--- src/rtl/abcd_seq_pkg.sv ---
// Shared types and constants for the a/b/c/d four-phase handshake initiator.
package abcd_seq_pkg;
  typedef enum logic [2:0] {
    IDLE, DRV_A, WAIT_B, DRV_B, WAIT_C, DRV_C, WAIT_D, DRV_D
  } seq_state_t;

  localparam int DEF_GAP_AB  = 1;
  localparam int DEF_GAP_BC  = 2;
  localparam int DEF_GAP_CD  = 2;
  localparam int DEF_CNT_W   = 4;
  localparam int FRAME_CNT_W = 8;
endpackage

--- src/rtl/gap_counter.sv ---
// Loadable down-counter shared by every WAIT state; saturates at zero.
module gap_counter #(
  parameter int CNT_W = 4
) (
  input  logic             clk,
  input  logic             rst_n,
  input  logic             load,
  input  logic [CNT_W-1:0] load_val,
  output logic             zero
);
  logic [CNT_W-1:0] cnt;

  always_ff @(posedge clk) begin
    if (!rst_n)             cnt <= '0;
    else if (load)          cnt <= load_val;
    else if (cnt != '0)     cnt <= cnt - CNT_W'(1);
  end

  assign zero = (cnt == '0);
endmodule

--- src/rtl/abcd_seq_driver.sv ---
// Drives one-cycle a/b/c/d pulses with programmable gaps and counts completed frames.
module abcd_seq_driver
  import abcd_seq_pkg::*;
#(
  parameter int GAP_AB = DEF_GAP_AB,
  parameter int GAP_BC = DEF_GAP_BC,
  parameter int GAP_CD = DEF_GAP_CD,
  parameter int CNT_W  = DEF_CNT_W
) (
  input  logic                   clk,
  input  logic                   rst_n,
  input  logic                   start,
  input  logic                   abort,
  output logic                   ready,
  output logic                   a,
  output logic                   b,
  output logic                   c,
  output logic                   d,
  output logic                   done,
  output logic [FRAME_CNT_W-1:0] frame_cnt
);
  if (GAP_AB < 1 || GAP_AB > (1 << CNT_W) ||
      GAP_BC < 1 || GAP_BC > (1 << CNT_W) ||
      GAP_CD < 1 || GAP_CD > (1 << CNT_W)) begin : g_bad_gap
    $error("abcd_seq_driver: GAP parameters must lie in 1..2**CNT_W");
  end

  // The WAIT state itself accounts for one cycle, so the counter gets GAP-2.
  localparam logic [CNT_W-1:0] LD_AB = CNT_W'((GAP_AB > 1) ? GAP_AB - 2 : 0);
  localparam logic [CNT_W-1:0] LD_BC = CNT_W'((GAP_BC > 1) ? GAP_BC - 2 : 0);
  localparam logic [CNT_W-1:0] LD_CD = CNT_W'((GAP_CD > 1) ? GAP_CD - 2 : 0);

  seq_state_t       state, state_nxt;
  logic             load, zero;
  logic [CNT_W-1:0] load_val;

  gap_counter #(.CNT_W(CNT_W)) u_gap (
    .clk      (clk),
    .rst_n    (rst_n),
    .load     (load),
    .load_val (load_val),
    .zero     (zero)
  );

  always_comb begin
    state_nxt = state;
    load      = 1'b0;
    load_val  = '0;
    unique case (state)
      IDLE:   if (start) state_nxt = DRV_A;
      DRV_A:  if (GAP_AB > 1) begin state_nxt = WAIT_B; load = 1'b1; load_val = LD_AB; end
              else state_nxt = DRV_B;
      WAIT_B: if (zero) state_nxt = DRV_B;
      DRV_B:  if (GAP_BC > 1) begin state_nxt = WAIT_C; load = 1'b1; load_val = LD_BC; end
              else state_nxt = DRV_C;
      WAIT_C: if (zero) state_nxt = DRV_C;
      DRV_C:  if (GAP_CD > 1) begin state_nxt = WAIT_D; load = 1'b1; load_val = LD_CD; end
              else state_nxt = DRV_D;
      WAIT_D: if (zero) state_nxt = DRV_D;
      DRV_D:  state_nxt = start ? DRV_A : IDLE;
      default: state_nxt = IDLE;
    endcase
    // Abort wins over start, including the DRV_D restart path.
    if (abort && state != IDLE) begin
      state_nxt = IDLE;
      load      = 1'b0;
    end
  end

  always_ff @(posedge clk) begin
    if (!rst_n) begin
      state     <= IDLE;
      a         <= 1'b0;
      b         <= 1'b0;
      c         <= 1'b0;
      d         <= 1'b0;
      frame_cnt <= '0;
    end else begin
      state <= state_nxt;
      a     <= (state_nxt == DRV_A);
      b     <= (state_nxt == DRV_B);
      c     <= (state_nxt == DRV_C);
      d     <= (state_nxt == DRV_D);
      // DRV_D always lasts one cycle and the frame is complete even if aborted there.
      if (state == DRV_D) frame_cnt <= frame_cnt + FRAME_CNT_W'(1);
    end
  end

  assign ready = (state == IDLE) || (state == DRV_D);
  assign done  = d;
endmodule

--- config.mk ---
export PLATFORM = sky130hd
export DESIGN_NAME = abcd_seq_driver
export DESIGN_NICKNAME = d
export VERILOG_FILES = /design/src/rtl/abcd_seq_pkg.sv /design/src/rtl/gap_counter.sv /design/src/rtl/abcd_seq_driver.sv
export SDC_FILE = /design/constraint.sdc
export NUM_CORES = 1
export LEC_CHECK = 0
export CORE_MARGIN = 5
export CORE_UTILIZATION = 53
export DETAILED_ROUTE_END_ITERATION = 12
export GPL_ROUTABILITY_DRIVEN = 0
export HOLD_SLACK_MARGIN = 0.1
export MAX_ROUTING_LAYER = met4
export PLACE_DENSITY = 0.9
export SYNTH_ARGS = -nofsm -noshare
export SYNTH_HDL_FRONTEND = slang
export SYNTH_SLANG_ARGS = --single-unit
--- constraint.sdc ---
create_clock -name clk -period 2.7 [get_ports clk]
set_input_delay 0.27 -clock clk [delete_from_list [all_inputs] [get_ports clk]]
set_output_delay 0.27 -clock clk [all_outputs]
set_load 0.02 [all_outputs]
Word level (Yosys, flattened, before mapping)

Cells that the tools add are included.

Bits in registers: 19
Output and inout bits: 14
Logic and storage cells: 38

Add/sub/neg operators: 2
Equal/unequal tests: 11
Multiplexer cells: 9
Bitwise gates (word level): 1
Reductions and logical operators: 8

Operators with widths:

| operator              | count |
|---|---|
| $pmux W3 S8           | 1 |
| $eq A3 B3 Y1 const B  | 6 |
| $mux W3               | 5 |
| $eq A3 B2 Y1 const B  | 3 |
| $add A8 B1 Y8 const B | 1 |
| $eq A3 B1 Y1 const B  | 2 |
| $logic_not A4 Y1      | 1 |
| $reduce_bool A4 Y1    | 1 |
| $reduce_or A2 Y1      | 2 |
| $sub A4 B1 Y4 const B | 1 |
| $logic_not A3 Y1      | 1 |
| $mux W1               | 3 |
| $reduce_bool A3 Y1    | 1 |
| $logic_and A1 B1 Y1   | 1 |
| $logic_or A1 B1 Y1    | 1 |
| $not A1 Y1            | 1 |

Depth between registers and ports, before layout

Gate-level depths: netlist of the first run.

Depth after elaboration: 5
Depth in mapped cells: 6
Mapped depth without buffers: 6

Hierarchy

A second synthesis of the first run with hierarchy kept.

Cell total of the unflattened synthesis: 97
Area, all modules: 914.6 sq um

Modules (own cells, without submodules):

| module          | instances | cells an instance | area an instance (sq um) |
|---|---|---|---|
| abcd_seq_driver | 1         | 74                | 684.4 |
| gap_counter     | 1         | 23                | 230.2 |

Worst setup path before layout of the first run

No wires, ideal clock.

Kind: register to register
Start: register state[0]
End: register frame_cnt[4]
Library setup time: 115 ps
Arrival time: 1284 ps
Data required time: 2585 ps
Setup slack: 1301 ps
Stages on the path, launching flop included: 7
Buffers on the path: 1
Period minus slack after synthesis: 1399 ps
Cells stage by stage: dfxtp_1 ha_1 and2_1 buf_6 nand4_1 xnor2_1 and2_1

Longest elaborated chain between the ends: 1

RTL lines:

| what                     | RTL line              | text |
|---|---|---|
| start: declaration       | abcd_seq_driver.sv:33 | `seq_state_t state, state_nxt;` |
| start signal: assignment | abcd_seq_driver.sv:79 | `state <= state_nxt;` |
| $eq A3 B3 Y1             | abcd_seq_driver.sv:85 | `if (state == DRV_D) frame_cnt <= frame_cnt + FRAME_CNT_W'(1);` |
| end signal: assignment   | abcd_seq_driver.sv:85 |  |
| end: declaration         | abcd_seq_driver.sv:20 | `output logic [FRAME_CNT_W-1:0] frame_cnt` |

No other way between the ends.
A chain may end at the register's enable or synchronous reset.

Final worst setup path of the first run

Start: register state[0]
End: output ready

Longest elaborated chain between the ends: 2

RTL lines:

| what                                             | RTL line              | text |
|---|---|---|
| $eq A3 B3 Y1 or $logic_not A3 Y1 (tied branches) | abcd_seq_driver.sv:89 | `assign ready = (state == IDLE) \|\| (state == DRV_D);` |
| $logic_or A1 B1 Y1 (*)                           | abcd_seq_driver.sv:89 |  |
| end: declaration                                 | abcd_seq_driver.sv:14 | `output logic ready,` |

Mark *: on every way between the ends. The rest lies on a longest branch, timed or not.

==> results of run 1 <==
## per-layer routing
metal,vias up,global-route usage (%)
met3,5,5.70
met4,0,5.96
met1,348,16.7
met5,-,-
met2,18,25.5
li1,391,-
## worst max-delay path, cell delays in order (launching register included)
cell and delay [ns]:
dfxtp_1 0.42, ha_1 0.32, nand2_1 0.15, nand2_1 0.10, clkdlybuf4s50_1 0.60
## area by class of cell
type / instances / area (um^2) / area share, %
inverters: 5 / 18.8 / 1.64
well taps: 25 / 31.3 / 2.74
flip-flops and latches: 19 / 380 / 33.3
clock buffers: 4 / 26.3 / 2.30
multi-input cells: 78 / 517 / 45.2
repair buffers: 17 / 170 / 14.9
## logic make-up (layout without fill, tap and decap cells)
kind of cell / count (synthesis) / count (layout) / share of synthesized area, %
DFF: 19 / 19 / 40.2
and+or+nand+nor: 50 / 50 / 28.3
AOI/OAI and AO/OA: 13 / 13 / 9.79
adders and majority gates: 6 / 6 / 7.94
buffers and inverters: 9 / 26 / 5.16
xor gates and xnor gates: 8 / 8 / 7.41
muxes: 1 / 1 / 1.19
## worst paths after layout
| check | to | cells after the start | start | slack, ns |
|---|---|---|---|---|
| worst max-delay path | ready | 4 | state[0] | 0.55 |
| worst min-delay path | frame_cnt[1] | 2 | frame_cnt[1] | 0.51 |
| worst max register to register | frame_cnt[5] | 5 | state[0] | 1.16 |
| worst min register to register | frame_cnt[1] | 2 | frame_cnt[1] | 0.51 |
## metrics by stage
stage	setup slack [ns]	total power [W]	hold slack [ns]	util, %
floorplan	1.30	0.000715	0.356	-
global placement	0.955	0.000811	0.497	65.4
detailed placement	0.906	0.000836	0.492	65.4
CTS	0.559	0.000979	0.520	67.0
global route	0.445	0.00105	0.539	67.0
finish	0.554	0.000973	0.512	67.0
## synthesized netlist by cell type
master	count
dfxtp_1	19
nand2_1	14
nor2_1	9
and2_1	8
xnor2_1	8
ha_1	6
inv_1	5
nor3_1	5
nand4_1	4
a21oi_1	3
o21ai_0	3
a21oi_2	2
and3_1	2
buf_4	2
nand3_1	2
a211oi_1	1
a21boi_0	1
buf_6	1
clkbuf_1	1
mux2_2	1
nand2b_1	1
nand2b_4	1
nand4b_1	1
nand4bb_1	1
nor3b_2	1
o2111a_2	1
o21a_2	1
o221ai_1	1
or3_1	1
## power by group
part | total, W | internal, W | switching [W] | leakage (nW)
registers | 0.000378 | 0.000333 | 0.0000444 | 0.155
clock network | 0.000141 | 0.0000575 | 0.0000832 | 0.0150
logic | 0.000454 | 0.000200 | 0.000254 | 0.269
total | 0.000973 | 0.000591 | 0.000382 | 0.438
## registers in the layout, indices dropped and copies added (netlist names)
name and count:
state 3, a 1, b 1, d 1, u_gap.cnt 4, frame_cnt 8, c 1
## placed cells by master, fill, tap and decap left out, types with 2 or more instances in the layout
master	n
inv_1	5
nand3_1	2
clkbuf_4	3
and3_1	2
clkdlybuf4s50_1	17
nor3_1	5
nand4_1	4
a21oi_2	2
xnor2_1	8
dfxtp_1	19
nor2_1	9
a21oi_1	3
and2_1	8
ha_1	6
nand2_1	14
o21ai_0	3
==> impl_table.tex, run 1 <==
\begin{tabular}{lr}
\hline
Metric & Value \\
\hline
\multicolumn{2}{l}{\textbf{Status}} \\
Result of the run & finished, final reports clean \\
\multicolumn{2}{l}{\textbf{Clock network}} \\
Post-CTS clock slew at the launch and capture registers of the worst setup and hold paths & 0.10 ns \\
TritonCTS Buffers & 3 \\
Number of buffers added to fix hold violations after cts & 0 \\
Post-cts sizing count & 0 \\
Clock tree from TritonCTS & yes \\
Master cell of the clock root buffer & clkbuf\_4 \\
H-tree depth reported by CTS & 1 \\
Bufs on Longest Clock Path & 2 \\
Clock Sink Count & 19 \\
Setup Buffers After CTS & 0 \\
Clock insertion delay at the later pin of the skew report & 0.29 ns \\
\multicolumn{2}{l}{\textbf{Route}} \\
Total wirelength of the detailed-routed design & 1780 um \\
Count of routing violations after the opening detailed-route iteration & 12 \\
Metal2 WL & 865 um \\
First drt pass iteration count & 4 \\
Detailed-route wire length per cell & 12.0 um \\
Met1 Wirelength & 792 um \\
Count of nets left with antenna violations after detail routing & 0 \\
Highest routed layer & met4 \\
WL met3 & 89 um \\
Total DRC errors in the routed layout & 0 \\
Vias per Instance & 5.15 \\
Total via count in the routed design & 762 \\
\multicolumn{2}{l}{\textbf{STA}} \\
Max-slew violation total from the final report & 0 \\
Actual slew at the worst max-slew pin & 0.388 ns \\
Portion of the clock cycle consumed by the worst path in the final layout & 79.5\% \\
Final-report setup violation count & 0 \\
Max\_slew headroom & 74.1\% \\
Clock Skews & 0.00568 ns \\
Highest achievable clock rate & 0.466 GHz \\
Crit path time final & 2.15 ns \\
Summed negative setup slack over all endpoints & 0 ns \\
Final Hold Vio Count & 0 \\
Setup repair after global routing missed its margin & false \\
\multicolumn{2}{l}{\textbf{Setup path}} \\
Worst Setup End Kind & output pin \\
Critical setup path kind & reg -> out \\
Critical path data arrival time & 1.88 ns \\
Required time of the worst setup path & 2.43 ns \\
Maximum fanout along the worst path & 8 \\
Worst setup SP type & flop \\
\multicolumn{2}{l}{\textbf{Floorplanning}} \\
Total die area & 0.00273 mm\^{}2 \\
Die X-Extent & 52.2 um \\
Initial Util & 55.4\% \\
Number of placed I/O pins & 18 \\
Number of cell rows & 15 \\
Total core area & 0.00171 mm\^{}2 \\
Vertical extent of the die & 52.2 um \\
\multicolumn{2}{l}{\textbf{Cells and area}} \\
Count of non-filler cells in the finished layout & 148 \\
Final Net Count & 134 \\
Number of antenna repair diodes & 0 \\
Filler Cell Count & 135 \\
Finished Cell Area & 0.00114 mm\^{}2 \\
Layout cells sized above 1 & 8.13\% \\
Layout overhead on the synthesized area & 20.9\% \\
\multicolumn{2}{l}{\textbf{Logic synthesis}} \\
Count of distinct cell types in the synthesized netlist & 29 \\
Warnings from Yosys & 0 \\
Cell taking the most area after synthesis & dfxtp\_1 \\
Cell count after synthesis & 106 \\
Seq/Total Area, Yosys & 40.2\% \\
Syn Nets & 116 \\
Mean instance size in the synthesized netlist & 8.92 um\^{}2 \\
Most area-consuming cells after synthesis & dfxtp\_1 40\%, ha\_1 7.9\%, xnor2\_1 7.4\% \\
Cell Area, Synth & 946 um\^{}2 \\
Flip-flop and latch count after synthesis & 19 \\
Fraction of synthesized cell area taken by the top area cell type & 40.2\% \\
\multicolumn{2}{l}{\textbf{Pwr}} \\
Power Density & 851 mW/mm\^{}2 \\
Highest ir drop seen on vdd & 0.000550 V \\
Pleak & 0.438 nW \\
\multicolumn{2}{l}{\textbf{Place}} \\
Cell area after placement & 0.00112 mm\^{}2 \\
Placed instance count & 144 \\
Sum of net half-perimeters after detailed placement & 1370 um \\
Number of buffer cells added on primary ports & 17 \\
\multicolumn{2}{l}{\textbf{Min path}} \\
Class of the tightest hold or removal check & reg -> reg \\
\multicolumn{2}{l}{\textbf{GRT}} \\
Global-route wire length before repair & 2990 um \\
Overflow left after global routing & 0 \\
Antenna violations before repair & 0 \\
Global Route Usage Sum & 15.4\% \\
Vias in the first global route & 718 \\
Maximum number of pins on one net before global-route repair & 14 \\
\multicolumn{2}{l}{\textbf{Job}} \\
Number of max-capacitance violations reported & 0 \\
\hline
\end{tabular}
No activity file was read; power rests on OpenSTA's default activity.
==> inputs of run 2 (changes only) <==
--- a/config.mk
+++ b/config.mk
@@ -5,13 +5,14 @@
 export SDC_FILE = /design/constraint.sdc
 export NUM_CORES = 1
 export LEC_CHECK = 0
+export CORE_ASPECT_RATIO = 1.5
 export CORE_MARGIN = 5
-export CORE_UTILIZATION = 53
+export CORE_UTILIZATION = 45
 export DETAILED_ROUTE_END_ITERATION = 12
 export GPL_ROUTABILITY_DRIVEN = 0
 export HOLD_SLACK_MARGIN = 0.1
 export MAX_ROUTING_LAYER = met4
-export PLACE_DENSITY = 0.9
+export PLACE_DENSITY = 0.82
 export SYNTH_ARGS = -nofsm -noshare
 export SYNTH_HDL_FRONTEND = slang
 export SYNTH_SLANG_ARGS = --single-unit
==> constraint.sdc (replaced) <==
create_clock -name clk -period 1.8 [get_ports clk]
set_input_delay 0.18 -clock clk [delete_from_list [all_inputs] [get_ports clk]]
set_output_delay 0.18 -clock clk [all_outputs]
set_load 0.02 [all_outputs]
==> impl_table.tex, run 2 (synthesis gave the netlist of run 1 again) <==
\begin{tabular}{lr}
\hline
Metric & Value \\
\hline
\multicolumn{2}{l}{\textbf{Status}} \\
Result of the run & finished, final reports clean \\
\multicolumn{2}{l}{\textbf{Clock network}} \\
H-tree depth reported by CTS & 1 \\
TritonCTS Buffers & 3 \\
Master cell of the clock root buffer & clkbuf\_4 \\
Clock tree from TritonCTS & yes \\
Bufs on Longest Clock Path & 2 \\
Post-CTS clock slew at the launch and capture registers of the worst setup and hold paths & 0.10 ns \\
Clock insertion delay at the later pin of the skew report & 0.29 ns \\
Clock Sink Count & 19 \\
Number of buffers added to fix hold violations after cts & 0 \\
\multicolumn{2}{l}{\textbf{Floorplanning}} \\
Total die area & 0.00314 mm\^{}2 \\
Number of cell rows & 20 \\
Initial Util & 46.7\% \\
Die X-Extent & 47.4 um \\
Vertical extent of the die & 66.2 um \\
Total core area & 0.00203 mm\^{}2 \\
Number of placed I/O pins & 18 \\
\multicolumn{2}{l}{\textbf{Setup path}} \\
Critical path's slowest cell & dfxtp\_1 \\
Register-to-Register Setup Slack & 0.22 ns \\
Critical path destination & ready \\
Kind of cell with the highest combined delay on the critical path & buffers and inverters \\
Chain of cells forming the critical path & inv\_1, ha\_2, nand2b\_4, nand2\_1, dlygate4sd2\_1 \\
Required time of the worst setup path & 1.62 ns \\
WP buf/inv & 2 \\
Worst reg2reg path endpoint & frame\_cnt[4] \\
Critical path data arrival time & 1.50 ns \\
Critical setup path kind & reg -> out \\
Worst Setup End Kind & output pin \\
Worst stage delay on the critical path & 0.41 ns \\
Number of cells on the critical path & 5 \\
Length in cells of the worst reg-to-reg path & 6 \\
Worst setup SP type & flop \\
Maximum fanout along the worst path & 6 \\
Launch point of the critical path & state[0] \\
Source of the worst register-to-register timing path & state[0] \\
\multicolumn{2}{l}{\textbf{STA}} \\
Summed negative setup slack over all endpoints & 0 ns \\
Clock Skews & 0.00195 ns \\
Final-report setup violation count & 0 \\
Actual slew at the worst max-slew pin & 0.360 ns \\
Max-slew violation total from the final report & 0 \\
Crit path time final & 1.68 ns \\
Max\_slew headroom & 76.0\% \\
Portion of the clock cycle consumed by the worst path in the final layout & 93.4\% \\
Highest achievable clock rate & 0.595 GHz \\
Final Hold Vio Count & 0 \\
Setup repair after global routing missed its margin & false \\
\multicolumn{2}{l}{\textbf{Pwr}} \\
P\_int & 0.000896 W \\
Power Density & 1270 mW/mm\^{}2 \\
Comb pwr share & 48.1\% \\
Switching fraction of total power & 39.3\% \\
Pleak & 0.454 nW \\
Clock Power Share & 14.3\% \\
Net switching power figure & 0.000580 W \\
Fraction of power consumed by sequential logic & 37.6\% \\
Highest ir drop seen on vdd & 0.000711 V \\
\multicolumn{2}{l}{\textbf{Cells and area}} \\
Registers with the most flip-flops & frame\_cnt x8, u\_gap.cnt x4, state x3 \\
Commonest non-fill, non-tap cell in the layout & dfxtp\_1 \\
Max reg flops & 8 \\
Most used cells in the layout excluding fill and tap cells & 19 x dfxtp\_1, 16 x clkdlybuf4s50\_1, 14 x nand2\_1 \\
Number of antenna repair diodes & 0 \\
Final Net Count & 137 \\
Layout cells sized above 1 & 11.1\% \\
Count of non-filler cells in the finished layout & 148 \\
Filler Cell Count & 176 \\
Layout overhead on the synthesized area & 23.0\% \\
Register name with the most flops & frame\_cnt \\
\multicolumn{2}{l}{\textbf{GRT}} \\
Global-route wire length before repair & 3170 um \\
Antenna violations before repair & 0 \\
Vias in the first global route & 801 \\
Overflow left after global routing & 0 \\
Maximum number of pins on one net before global-route repair & 11 \\
Global Route Usage Sum & 14.1\% \\
\multicolumn{2}{l}{\textbf{Place}} \\
Sum of net half-perimeters after detailed placement & 1510 um \\
Number of buffer cells added on primary ports & 17 \\
Placed instance count & 144 \\
\multicolumn{2}{l}{\textbf{Route}} \\
Vias per Instance & 5.32 \\
Count of nets left with antenna violations after detail routing & 0 \\
Met1 Wirelength & 687 um \\
Total DRC errors in the routed layout & 0 \\
Total via count in the routed design & 788 \\
Highest routed layer & met4 \\
Count of routing violations after the opening detailed-route iteration & 12 \\
Metal2 WL & 996 um \\
WL met3 & 93 um \\
Detailed-route wire length per cell & 12.6 um \\
Total wirelength of the detailed-routed design & 1870 um \\
First drt pass iteration count & 4 \\
\multicolumn{2}{l}{\textbf{Min path}} \\
Class of the tightest hold or removal check & reg -> reg \\
\multicolumn{2}{l}{\textbf{Job}} \\
Number of max-capacitance violations reported & 0 \\
\hline
\end{tabular}
## run 2: worst min-delay path by stage
stage	startpoint	to	slack, ns	cells after the start
floorplan	abort	state[1]	0.27	1
global placement	frame_cnt[1]	frame_cnt[1]	0.49	2
detailed placement	frame_cnt[1]	frame_cnt[1]	0.51	2
CTS	frame_cnt[1]	frame_cnt[1]	0.52	2
global route	abort	state[1]	0.55	2
finish	u_gap.cnt[1]	u_gap.cnt[1]	0.52	2
## run 2: layout make-up
type	instances	area [um^2]	area share (%)
clock buffer	4	26.3	2.26
timing repair buffer	20	191	16.5
inverter	5	18.8	1.61
tap	22	27.5	2.37
sequential	19	380	32.7
multi-input combinational	78	519	44.6
## run 2: stage by stage
| stage | cell area, um^2 | setup WS (ns) | utilization (%) | total power (W) | hold slack (ns) |
|---|---|---|---|---|---|
| 4_1_cts | 1160 | 0.112 | 57.4 | 0.00149 | 0.525 |
| 5_1_grt | 1160 | 0.0641 | 57.4 | 0.00159 | 0.554 |
| 6_report | 1160 | 0.119 | 57.4 | 0.00148 | 0.522 |
| 3_5_place_dp | 1140 | 0.113 | 56.0 | 0.00128 | 0.506 |
| 2_1_floorplan | 946 | 0.401 | - | 0.00107 | 0.266 |
| 3_3_place_gp | 1140 | 0.178 | 56.0 | 0.00124 | 0.488 |
## run 2: power groups by stage
stage | Combinational, W | Sequential [W] | Clock, W
final | 0.000711 | 0.000555 | 0.000211
after global routing | 0.000791 | 0.000568 | 0.000232
after CTS | 0.000712 | 0.000555 | 0.000219
after detailed placement | 0.000713 | 0.000565 | 0
after global placement | 0.000678 | 0.000561 | 0
after floorplan | 0.000491 | 0.000581 | 0
## run 2: repair_timing
action | CTS | global route
gates resized for setup | 2 | 0
setup buffers | 0 | 0
endpoints found under the setup margin | 1 | 0
## run 2: tightest hold or removal path: cells and delay by family, from the launching register on
kind	cells	cell delay, ns
DFF	1	0.33
AOI/OAI and AO/OA	1	0.05
and+or+nand+nor	1	0.10
## run 2: layer usage
metal	vias to the layer above	track usage (%)
li1	398	-
met1	358	13.0
met2	23	25.0
met3	9	2.45
met4	0	9.00
met5	-	-
==> inputs of run 3 (changes only) <==
--- a/config.mk
+++ b/config.mk
@@ -7,12 +7,13 @@
 export LEC_CHECK = 0
 export CORE_ASPECT_RATIO = 1.5
 export CORE_MARGIN = 5
-export CORE_UTILIZATION = 45
+export CORE_UTILIZATION = 40
+export CTS_CLUSTER_DIAMETER = 60
 export DETAILED_ROUTE_END_ITERATION = 12
 export GPL_ROUTABILITY_DRIVEN = 0
 export HOLD_SLACK_MARGIN = 0.1
 export MAX_ROUTING_LAYER = met4
-export PLACE_DENSITY = 0.82
+export PLACE_DENSITY = 0.76
 export SYNTH_ARGS = -nofsm -noshare
 export SYNTH_HDL_FRONTEND = slang
 export SYNTH_SLANG_ARGS = --single-unit
==> impl_table.tex, run 3 (synthesis gave the netlist of run 1 again) <==
\begin{tabular}{lr}
\hline
Metric & Value \\
\hline
\multicolumn{2}{l}{\textbf{Clock network}} \\
Setup Buffers After CTS & 0 \\
Post-CTS clock slew at the launch and capture registers of the worst setup and hold paths & 0.11 ns \\
Clock insertion delay at the later pin of the skew report & 0.31 ns \\
Clock Sink Count & 19 \\
Master cell of the clock root buffer & clkbuf\_4 \\
TritonCTS Buffers & 3 \\
H-tree depth reported by CTS & 1 \\
Clock tree from TritonCTS & yes \\
Bufs on Longest Clock Path & 2 \\
\multicolumn{2}{l}{\textbf{Route}} \\
Detailed-route wire length per cell & 12.7 um \\
WL met3 & 84 um \\
Count of nets left with antenna violations after detail routing & 0 \\
Total wirelength of the detailed-routed design & 1870 um \\
Count of routing violations after the opening detailed-route iteration & 20 \\
First drt pass iteration count & 3 \\
Highest routed layer & met4 \\
Met1 Wirelength & 726 um \\
Total DRC errors in the routed layout & 0 \\
Total via count in the routed design & 785 \\
Metal2 WL & 1020 um \\
Vias per Instance & 5.30 \\
\multicolumn{2}{l}{\textbf{Place}} \\
Number of buffer cells added on primary ports & 17 \\
Sum of net half-perimeters after detailed placement & 1460 um \\
Pre-CTS worst setup slack & 0.121 ns \\
\multicolumn{2}{l}{\textbf{Setup path}} \\
Critical path's slowest cell & dfxtp\_2 \\
Register-to-Register Setup Slack & 0.27 ns \\
Source of the worst register-to-register timing path & state[0] \\
Critical path data arrival time & 1.51 ns \\
Maximum fanout along the worst path & 6 \\
Chain of cells forming the critical path & inv\_1, ha\_2, nand2b\_4, nand2\_1, dlygate4sd2\_1 \\
Worst stage delay on the critical path & 0.36 ns \\
Worst Setup End Kind & output pin \\
Worst setup SP type & flop \\
Worst reg2reg path endpoint & frame\_cnt[7] \\
Critical setup path kind & reg -> out \\
Required time of the worst setup path & 1.62 ns \\
Length in cells of the worst reg-to-reg path & 6 \\
\multicolumn{2}{l}{\textbf{Cells and area}} \\
Commonest non-fill, non-tap cell in the layout & dfxtp\_1 \\
Number of antenna repair diodes & 0 \\
Filler Cell Count & 204 \\
Registers with the most flip-flops & frame\_cnt x8, u\_gap.cnt x4, state x3 \\
Layout overhead on the synthesized area & 22.6\% \\
Max reg flops & 8 \\
Layout cells sized above 1 & 12.0\% \\
Register name with the most flops & frame\_cnt \\
Seq. cell area & 382 um\^{}2 \\
Final Net Count & 136 \\
Footprint of the multi-input gates & 519 um\^{}2 \\
Most used cells in the layout excluding fill and tap cells & 18 x dfxtp\_1, 16 x clkdlybuf4s50\_1, 14 x nand2\_1 \\
Final cell utilization of the core & 51.3\% \\
\multicolumn{2}{l}{\textbf{Floorplanning}} \\
Initial Util & 41.9\% \\
Vertical extent of the die & 69.6 um \\
Total core area & 0.00226 mm\^{}2 \\
Number of placed I/O pins & 18 \\
Die X-Extent & 49.7 um \\
Number of cell rows & 21 \\
Total die area & 0.00346 mm\^{}2 \\
\multicolumn{2}{l}{\textbf{Pwr}} \\
Highest ir drop seen on vdd & 0.000654 V \\
Clock Power Share & 15.2\% \\
Net switching power figure & 0.000601 W \\
P\_int & 0.000890 W \\
Switching fraction of total power & 40.3\% \\
Pleak & 0.451 nW \\
Fraction of power consumed by sequential logic & 38.0\% \\
Power Density & 1280 mW/mm\^{}2 \\
Comb pwr share & 46.7\% \\
Total Power & 0.00149 W \\
\multicolumn{2}{l}{\textbf{GRT}} \\
Maximum number of pins on one net before global-route repair & 14 \\
Antenna violations before repair & 0 \\
Overflow left after global routing & 0 \\
Vias in the first global route & 755 \\
Global-route wire length before repair & 3110 um \\
Global Route Usage Sum & 11.7\% \\
\multicolumn{2}{l}{\textbf{STA}} \\
Highest achievable clock rate & 0.592 GHz \\
Final-report setup violation count & 0 \\
Clock Skews & 0.00686 ns \\
Actual slew at the worst max-slew pin & 0.408 ns \\
Summed negative setup slack over all endpoints & 0 ns \\
Post-route worst setup slack & 0.112 ns \\
Crit path time final & 1.69 ns \\
Portion of the clock cycle consumed by the worst path in the final layout & 93.8\% \\
Max-slew violation total from the final report & 0 \\
Setup repair after global routing missed its margin & false \\
Final Hold Vio Count & 0 \\
Max\_slew headroom & 72.8\% \\
\multicolumn{2}{l}{\textbf{Min path}} \\
Hold worst-path end & frame\_cnt[1] \\
Hold Path Stages & 2 \\
Class of the tightest hold or removal check & reg -> reg \\
Hold path startpoint & frame\_cnt[1] \\
\multicolumn{2}{l}{\textbf{Job}} \\
Number of max-capacitance violations reported & 0 \\
\multicolumn{2}{l}{\textbf{Status}} \\
Result of the run & finished, final reports clean \\
\hline
\end{tabular}
-- run 3: cell types whose count changed in the layout (fill, tap and decap cells not counted), sizes merged --
| cell | delta |
|---|---|
| buf | -1 |
| clkbuf | -1 |
| clkinv | +1 |
-- run 3: what timing repair did --
action	in CTS	in global routing
endpoints found under the setup margin	1	1
gates resized for setup	2	1
gates cloned	0	0
hold buffers	0	0
-- run 3: stage by stage --
stage                     instance area, um^2  hold WS, ns  cells
after global placement                   1130        0.485    144
after global routing                     1160        0.547    148
final                                    1160        0.502    148
after CTS                                1160        0.509    148
after floorplan                           946        0.266    106
after detailed placement                 1130        0.492    144
-- run 3: worst max path at each step --
stage	depth (start not counted)	slack, ns	startpoint	endpoint
2_1_floorplan	6	0.40	state[0]	frame_cnt[4]
3_3_place_gp	5	0.17	state[0]	ready
3_5_place_dp	5	0.12	state[0]	ready
4_1_cts	5	0.06	state[0]	ready
5_1_grt	5	0.04	state[0]	ready
6_report	5	0.11	state[0]	ready
-- run 3: layout make-up --
| cell class | instances | share of cell area (%) |
|---|---|---|
| Clock inverter | 1 | 0.432 |
| Sequential cell | 19 | 32.9 |
| Inverter | 5 | 1.62 |
| Multi-Input combinational cell | 78 | 44.8 |
| Tap cell | 23 | 2.48 |
| Clock buffer | 3 | 1.94 |
| Timing Repair Buffer | 19 | 15.9 |
-- run 3: critical path: cells and delay by family (launching register included) --
kind                       cells  cell delay [ns]
and+or+nand+nor                2             0.14
DFF                            1             0.36
adders and majority gates      1             0.27
buffers and inverters          2             0.43
-- run 3: metal layers --
layer,global-route usage [%],vias to the layer above
met3,1.94,5
met5,-,-
li1,-,396
met1,10.6,370
met4,7.00,0
met2,21.5,14
-- run 3: power by group through the flow --
| stage | clock network [W] | logic (W) | registers (W) |
|---|---|---|---|
| global route | 0.000250 | 0.000778 | 0.000577 |
| CTS | 0.000229 | 0.000702 | 0.000565 |
| global placement | 0 | 0.000672 | 0.000566 |
| floorplan | 0 | 0.000491 | 0.000581 |
| detailed placement | 0 | 0.000692 | 0.000575 |
| finish | 0.000227 | 0.000696 | 0.000566 |
